==> config.mk <==
export PLATFORM = sky130hd
export DESIGN_NAME = pic_host_sequencer
export DESIGN_NICKNAME = d
export VERILOG_FILES = /design/src/rtl/pic_host_sequencer.sv
export SDC_FILE = /design/constraint.sdc
export NUM_CORES = 1
export LEC_CHECK = 0
export ABC_CLOCK_PERIOD_IN_PS = 5400
export BUFFER_PORTS_ARGS = -buffer_cell sky130_fd_sc_hd__buf_2
export CAP_MARGIN = 10
export CORE_AREA = 2 2 83 85
export CTS_BUF_LIST = sky130_fd_sc_hd__clkbuf_16
export CTS_CLUSTER_SIZE = 12
export DETAILED_ROUTE_END_ITERATION = 12
export DIE_AREA = 0 0 85 87
export PLACE_DENSITY = 0.82
export SYNTH_ARGS = -nofsm -noshare
export SYNTH_HDL_FRONTEND = slang
export SYNTH_SLANG_ARGS = --single-unit
==> constraint.sdc <==
create_clock -name clk -period 5.4 [get_ports clk]
set_input_delay 1.08 -clock clk [delete_from_list [all_inputs] [get_ports clk]]
set_output_delay 1.08 -clock clk [all_outputs]
set_load 0.05 [all_outputs]
==> src/rtl/pic_host_sequencer.sv <==
// pic_host_sequencer: bus-side init/INTA/EOI sequencer for an 8259-style PIC
module pic_host_sequencer #(
  parameter int STROBE_CYCLES = 2,
  parameter int GAP_CYCLES    = 1
) (
  input  logic       clk,
  input  logic       reset,
  input  logic       start_init,
  input  logic [7:0] icw1,
  input  logic [7:0] icw2,
  input  logic [7:0] icw3,
  input  logic [7:0] icw4,
  input  logic [7:0] ocw1,
  input  logic       eoi_req,
  input  logic [7:0] eoi_cmd,
  output logic       eoi_ack,
  input  logic       pic_int,
  output logic       pic_cs_n,
  output logic       pic_wr_n,
  output logic       pic_rd_n,
  output logic       pic_a0,
  output logic       pic_inta_n,
  output logic [7:0] pic_data_out,
  output logic       pic_data_oe,
  input  logic [7:0] pic_data_in,
  output logic       init_done,
  output logic [7:0] vector,
  output logic       vector_valid,
  output logic       busy
);
  if (STROBE_CYCLES < 1 || STROBE_CYCLES > 15) begin : g_bad_strobe
    $error("STROBE_CYCLES must be in 1..15");
  end
  if (GAP_CYCLES < 1 || GAP_CYCLES > 15) begin : g_bad_gap
    $error("GAP_CYCLES must be in 1..15");
  end
  localparam logic [3:0] S_LOAD = 4'(STROBE_CYCLES - 1);
  localparam logic [3:0] G_LOAD = 4'(GAP_CYCLES - 1);
  typedef enum logic [2:0] {IDLE, INIT, READY, EOI_WR, ACK1, ACK_GAP, ACK2, VEC} state_t;
  typedef enum logic [1:0] {W_SETUP, W_STROBE, W_HOLD} phase_t;
  state_t      state;
  phase_t      phase;
  logic [3:0]  cnt;
  logic [2:0]  step;
  logic [1:0]  cfg;
  logic [7:0]  w2, w3, w4, wo;
  logic [1:0]  int_sync;
  logic        int_s;
  logic [2:0]  nxt_step;
  logic [7:0]  nxt_data;
  assign pic_rd_n = 1'b1;
  assign int_s    = int_sync[1];
  // two-flop synchronizer for the asynchronous INT line
  always_ff @(posedge clk or posedge reset)
    if (reset) int_sync <= '0;
    else int_sync <= {int_sync[0], pic_int};
  // next init word: steps are ICW1..ICW4, OCW1; ICW3 needs SNGL=0, ICW4 needs IC4=1
  always_comb begin
    nxt_step = step == 3'd0 ? 3'd1 :
               (step == 3'd1 && !cfg[1]) ? 3'd2 :
               (step <= 3'd2 && cfg[0]) ? 3'd3 : 3'd4;
    nxt_data = nxt_step == 3'd1 ? w2 : nxt_step == 3'd2 ? w3 : nxt_step == 3'd3 ? w4 : wo;
  end
  // main sequencer with registered bus outputs
  always_ff @(posedge clk or posedge reset) begin
    if (reset) begin
      state        <= IDLE;
      phase        <= W_SETUP;
      cnt          <= '0;
      step         <= '0;
      cfg          <= '0;
      w2           <= '0;
      w3           <= '0;
      w4           <= '0;
      wo           <= '0;
      pic_cs_n     <= 1'b1;
      pic_wr_n     <= 1'b1;
      pic_inta_n   <= 1'b1;
      pic_a0       <= 1'b0;
      pic_data_out <= '0;
      pic_data_oe  <= 1'b0;
      init_done    <= 1'b0;
      vector       <= '0;
      vector_valid <= 1'b0;
      eoi_ack      <= 1'b0;
      busy         <= 1'b0;
    end else if (start_init) begin
      state        <= INIT;
      phase        <= W_SETUP;
      step         <= 3'd0;
      cfg          <= icw1[1:0];
      w2           <= icw2;
      w3           <= icw3;
      w4           <= icw4;
      wo           <= ocw1;
      pic_cs_n     <= 1'b0;
      pic_wr_n     <= 1'b1;
      pic_inta_n   <= 1'b1;
      pic_a0       <= 1'b0;
      pic_data_out <= icw1;
      pic_data_oe  <= 1'b1;
      init_done    <= 1'b0;
      vector_valid <= 1'b0;
      eoi_ack      <= 1'b0;
      busy         <= 1'b1;
    end else begin
      vector_valid <= 1'b0;
      eoi_ack      <= 1'b0;
      case (state)
        IDLE: ;
        READY:
          if (eoi_req && !eoi_ack) begin
            state        <= EOI_WR;
            phase        <= W_SETUP;
            pic_cs_n     <= 1'b0;
            pic_a0       <= 1'b0;
            pic_data_out <= eoi_cmd;
            pic_data_oe  <= 1'b1;
            busy         <= 1'b1;
          end else if (int_s) begin
            state      <= ACK1;
            pic_inta_n <= 1'b0;
            cnt        <= S_LOAD;
            busy       <= 1'b1;
          end
        INIT, EOI_WR:
          case (phase)
            W_SETUP: begin
              phase    <= W_STROBE;
              pic_wr_n <= 1'b0;
              cnt      <= S_LOAD;
            end
            W_STROBE:
              if (cnt == 4'd0) begin
                phase    <= W_HOLD;
                pic_wr_n <= 1'b1;
              end else cnt <= cnt - 4'd1;
            default:
              if (state == INIT && step != 3'd4) begin
                phase        <= W_SETUP;
                step         <= nxt_step;
                pic_a0       <= 1'b1;
                pic_data_out <= nxt_data;
              end else begin
                state       <= READY;
                pic_cs_n    <= 1'b1;
                pic_data_oe <= 1'b0;
                busy        <= 1'b0;
                init_done   <= init_done | (state == INIT);
                eoi_ack     <= state == EOI_WR;
              end
          endcase
        ACK1:
          if (cnt == 4'd0) begin
            state      <= ACK_GAP;
            pic_inta_n <= 1'b1;
            cnt        <= G_LOAD;
          end else cnt <= cnt - 4'd1;
        ACK_GAP:
          if (cnt == 4'd0) begin
            state      <= ACK2;
            pic_inta_n <= 1'b0;
            cnt        <= S_LOAD;
          end else cnt <= cnt - 4'd1;
        ACK2:
          if (cnt == 4'd0) begin
            state        <= VEC;
            pic_inta_n   <= 1'b1;
            vector       <= pic_data_in;
            vector_valid <= 1'b1;
          end else cnt <= cnt - 4'd1;
        VEC: begin
          state <= READY;
          busy  <= 1'b0;
        end
      endcase
    end
  end
endmodule

# Word level (Yosys, flattened, before mapping)
# Index checks and enable logic that the tools add are counted.
# word_totals
regBits	73
in_bits	61
output_inout_bits	26
# classes
n_addsub	1
n_lt_le_gt_ge	1
eq_ne	32
muxes	75
bitwise_logic	2
reduce_logical	31
# ops
op	n
two-way mux 8 bit	7
two-way mux 3 bit	15
!= test 3 bit, second input constant	12
two-way mux 1 bit	32
two-way mux 4 bit	5
case mux 4 bit (5 select lines)	1
case mux 3 bit (6 select lines)	1
case mux 8 bit (2 select lines)	1
AND reduction 4 bit	4
== test 3 x 2 -> 1 bit, second input constant	4
== test 3 bit, second input constant	4
AND reduction 3 bit	4
AND reduction 5 bit	2
== test 3 x 1 -> 1 bit, second input constant	3
two-way mux 2 bit	4
!= test 4 bit, second input constant	2
case mux 1 bit (2 select lines)	4
case mux 2 bit (2 select lines)	2
case mux 4 bit (2 select lines)	1
nonzero test 4 bit	2
AND reduction 7 bit	1
nonzero test 7 bit	1
!= test 2 bit, second input constant	3
case mux 1 bit (3 select lines)	2
17 further kinds	25

# Longest topological paths before layout
# depth
ltp_word	13
depth_mapped	10

# Least setup slack after synthesis
# Ideal clock, no wire load.
# synth_timing
path_type	input-to-reg
start	in eoi_req
end	reg cnt[1]
setup_time_ns	0.095
arrival_ns	2.228
setup_slack_ns	3.077
stages	5
path_buffers	0
cell_sequence	nor2b_1 nand3b_1 a221o_1 or2_1 o31ai_1
# synth_between
elab_chain_cells	3
# synth_lines
element	line_no	source
from (decl)	14	input logic eoi_req,
logical AND 1 bit	112	if (eoi_req && !eoi_ack) begin
!= test 2 bit (no line)	--	
AND reduction 5 bit (no line)	--	
to (signal assigned)	137	end else cnt <= cnt - 4'd1;
to (signal assigned)	158	end else cnt <= cnt - 4'd1;
to (signal assigned)	164	end else cnt <= cnt - 4'd1;
to (decl)	43	logic [3:0] cnt;
# Every way passes these cells.
# A chain may end at the register's enable or synchronous reset.

# Worst setup path in the final report
# layout_timing
start	in start_init
end	reg pic_data_out[0]
# layout_between
elab_chain_cells	2
# layout_lines
element	line_no	source
from (decl)	8	input logic start_init,
!= test 3 bit (no line) / nonzero test 3 bit (equally long branches)	--	
AND reduction 4 bit (no line)	--	
to (signal assigned)	100	pic_data_out <= icw1;
to (signal assigned)	117	pic_data_out <= eoi_cmd;
to (signal assigned)	143	pic_data_out <= nxt_data;
to (decl)	23	output logic [7:0] pic_data_out,
# Several ways; a longest one is shown, not always the timed one.

==> results.json <==
{
  "crit_family": "simple AND/OR/NAND/NOR gates",
  "post-route-drc-count": 0,
  "synth_enable_flop_cells": 0,
  "grt_pass1_wl_um": 12700,
  "drive_gt1_share_pct": 37.6,
  "wl_per_cell_um": 16.1,
  "syn_nets": 397,
  "p_leak_nw": 1.95,
  "diodes": 0,
  "cts_buffers": 9,
  "finalSetupViolations": 0,
  "dr.pass1.iters": 4,
  "crit_fanout": 32,
  "tns_ns": 0,
  "postLayoutCellArea_um2": 4310,
  "power_density_nw_per_um2": 431,
  "hold_path_class": "reg -> reg",
  "fill_cells": 516,
  "period_minus_slack_ns": 2.82,
  "synth_ff_type": "dfrtp_1",
  "antenna_found_initial": 0,
  "setup_ws_ns": 2.58,
  "cp-start-kind": "primary input",
  "core.rowCount": 30,
  "ant_nets": 0,
  "wirelength_um": 7940,
  "synth_cell_type_count": 48,
  "crit_buf_inv": 1,
  "finalNetCount": 471,
  "pre_cts_slack_ns": 2.27,
  "cts-root-buf": "clkbuf_16",
  "grt_pass1_vias": 2642,
  "path_clk_slew_ns": 0.05,
  "area_delta_synth_final_pct": 20.9,
  "place_area_um2": 4000,
  "die_area_um2": 7400,
  "cp.arrival_ns": 3.07,
  "critPathMaxStageDelay_ns": 0.70,
  "gp_congestion": 0.826,
  "dp_cells": 476,
  "grt_usage_pct": 22.3,
  "drt_iter0_drc": 202,
  "fp.coreArea_um2": 6570,
  "finalCritPeriodShare_pct": 52.3,
  "grt_overflow_total": 0,
  "finClkSkew_ns": 0.00433,
  "clock_latency_ns": 0.33,
  "die_w_um": 85,
  "routed_via_density": 5.76,
  "async_flop_share_pct": 100,
  "path_class": "in -> reg",
  "ys_seq_area_share_pct": 51.3,
  "slew_viol_final": 0,
  "place_hpwl_um": 5470,
  "hold_violations": 0,
  "clock_path_buffers": 2,
  "crit_chain": "buf_2 > or3b_1 > a21oi_1 > nor2_1 > nor2_1 > a41oi_2",
  "holdBufCountCts": 0,
  "timing.slew.headroom_pct": 34.1,
  "clock_sinks": 73,
  "cp-end-kind": "flip-flop",
  "io_buffer_count": 85,
  "fin_util_pct": 65.7,
  "post_cts_buffers": 0,
  "fmax_ghz": 0.354,
  "ctsResizeCount": 0,
  "rsz0062_at_grt": "no",
  "htreeDepth": 3,
  "syn_area_um2": 3570,
  "start_util_pct": 54.3,
  "io_pins": 87,
  "crit_path_frequent_cell": "nor2_1",
  "outcome": "complete, no violations",
  "synthCells": 333,
  "crit_slowest_cell": "nor2_1",
  "drv_cap": 0,
  "die_y_um": 87,
  "whs_ns": 0.350,
  "worst_pin_slew_ns": 0.982,
  "avgSynthCellArea_um2": 10.7,
  "required_ns": 5.65,
  "cts_tree": "done",
  "yosys_warnings": 0,
  "grt_max_degree": 48,
  "synth-seq-cells": 73,
  "fin_cells": 492,
  "max-vdd-ir-drop_mv": 0.369,
  "vias": 2835,
  "power_mw": 1.86
}
area by class of cell:
type | instances | area (um^2) | area share [%]
Inverter | 8 | 30.0 | 0.696
Clock inverter | 7 | 85.1 | 1.97
Timing Repair Buffer | 87 | 440 | 10.2
Multi-Input combinational cell | 228 | 1600 | 37.2
Clock buffer | 9 | 225 | 5.22
Sequential cell | 73 | 1830 | 42.4
Tap cell | 80 | 100 | 2.32
routing by layer:
layer,up-vias,track usage [%],wire length [um]
met5,-,0,0
met4,0,11.0,172
met3,14,4.93,475
met2,89,33.9,3750
met1,1369,30.3,3540
li1,1363,-,-
placed cells by master, fill, tap and decap left out, types with 6 or more instances in the layout:
cell type	synthesis	layout
a21oi_1	16	16
dfrtp_1	70	70
nand2b_1	8	8
a31oi_1	8	8
a211o_1	9	9
buf_2	4	85
o21ai_0	21	21
nand2_1	22	22
inv_1	7	6
nor3_1	7	7
nor2_1	36	36
a221oi_1	10	10
mux2_2	41	41
clkbuf_16	0	9
report_power, final:
part	total (mW)	leakage, nW	switching, mW	internal [mW]
clock network	0.617	0.150	0.218	0.399
registers	0.712	0.876	0.0824	0.629
logic	0.530	0.920	0.339	0.191
total	1.86	1.95	0.639	1.22
cell families after synthesis:
logic type | synth area share (%)
buffers and inverters | 3.82
muxes | 13.5
AOI/OAI and AO/OA | 16.8
adders and majority gates | 1.05
and+or+nand+nor | 13.4
other | 0.105
DFF | 51.3
registers in the layout, indices dropped and copies added, names as in the netlist, 3 cells and up:
signal	flops
w4	8
w3	8
cnt	4
pic_data_out	8
step	3
w2	8
vector	8
state	3
wo	8
final timing paths:
path                       slack (ns)         from         endpoint  depth (start not counted)
max in group asynchronous        3.44        reset         pic_wr_n                          3
max                              2.58   start_init  pic_data_out[0]                          6
max reg2reg                      3.03       cnt[0]        vector[7]                          6
min reg2reg                      0.35  int_sync[0]      int_sync[1]                          0
min in group asynchronous        0.99        reset            w2[0]                          2
min                              0.35  int_sync[0]      int_sync[1]                          0
synth_stat cells (3+ instances only):
master,instances,share of area [%]
a22oi_1,3,0.63
o22ai_1,3,0.53
inv_1,7,0.74
a21oi_1,16,2.2
nand3b_1,3,0.63
nand2b_1,8,1.4
ha_1,3,1.1
mux2_2,41,13
o21ai_0,21,2.9
clkbuf_1,16,1.7
a221oi_1,10,2.5
nor3_1,7,0.98
a211oi_1,3,0.63
a31oi_1,8,1.4
nand2_1,22,2.3
buf_2,4,0.56
a211o_1,9,2.2
buf_4,3,0.63
nor2_1,36,3.8
nor2b_1,3,0.53
dfrtp_1,70,49
dfstp_2,3,2.2
worst reg2reg max path, cell delays in order (launching register included):
cell and delay (ns):
dfrtp_1 0.41, inv_1 0.10, ha_1 0.21, nor3b_4 0.41
inv_2 0.17, nor4_4 0.55, mux2_2 0.40
No activity file was read; power rests on OpenSTA's default activity.
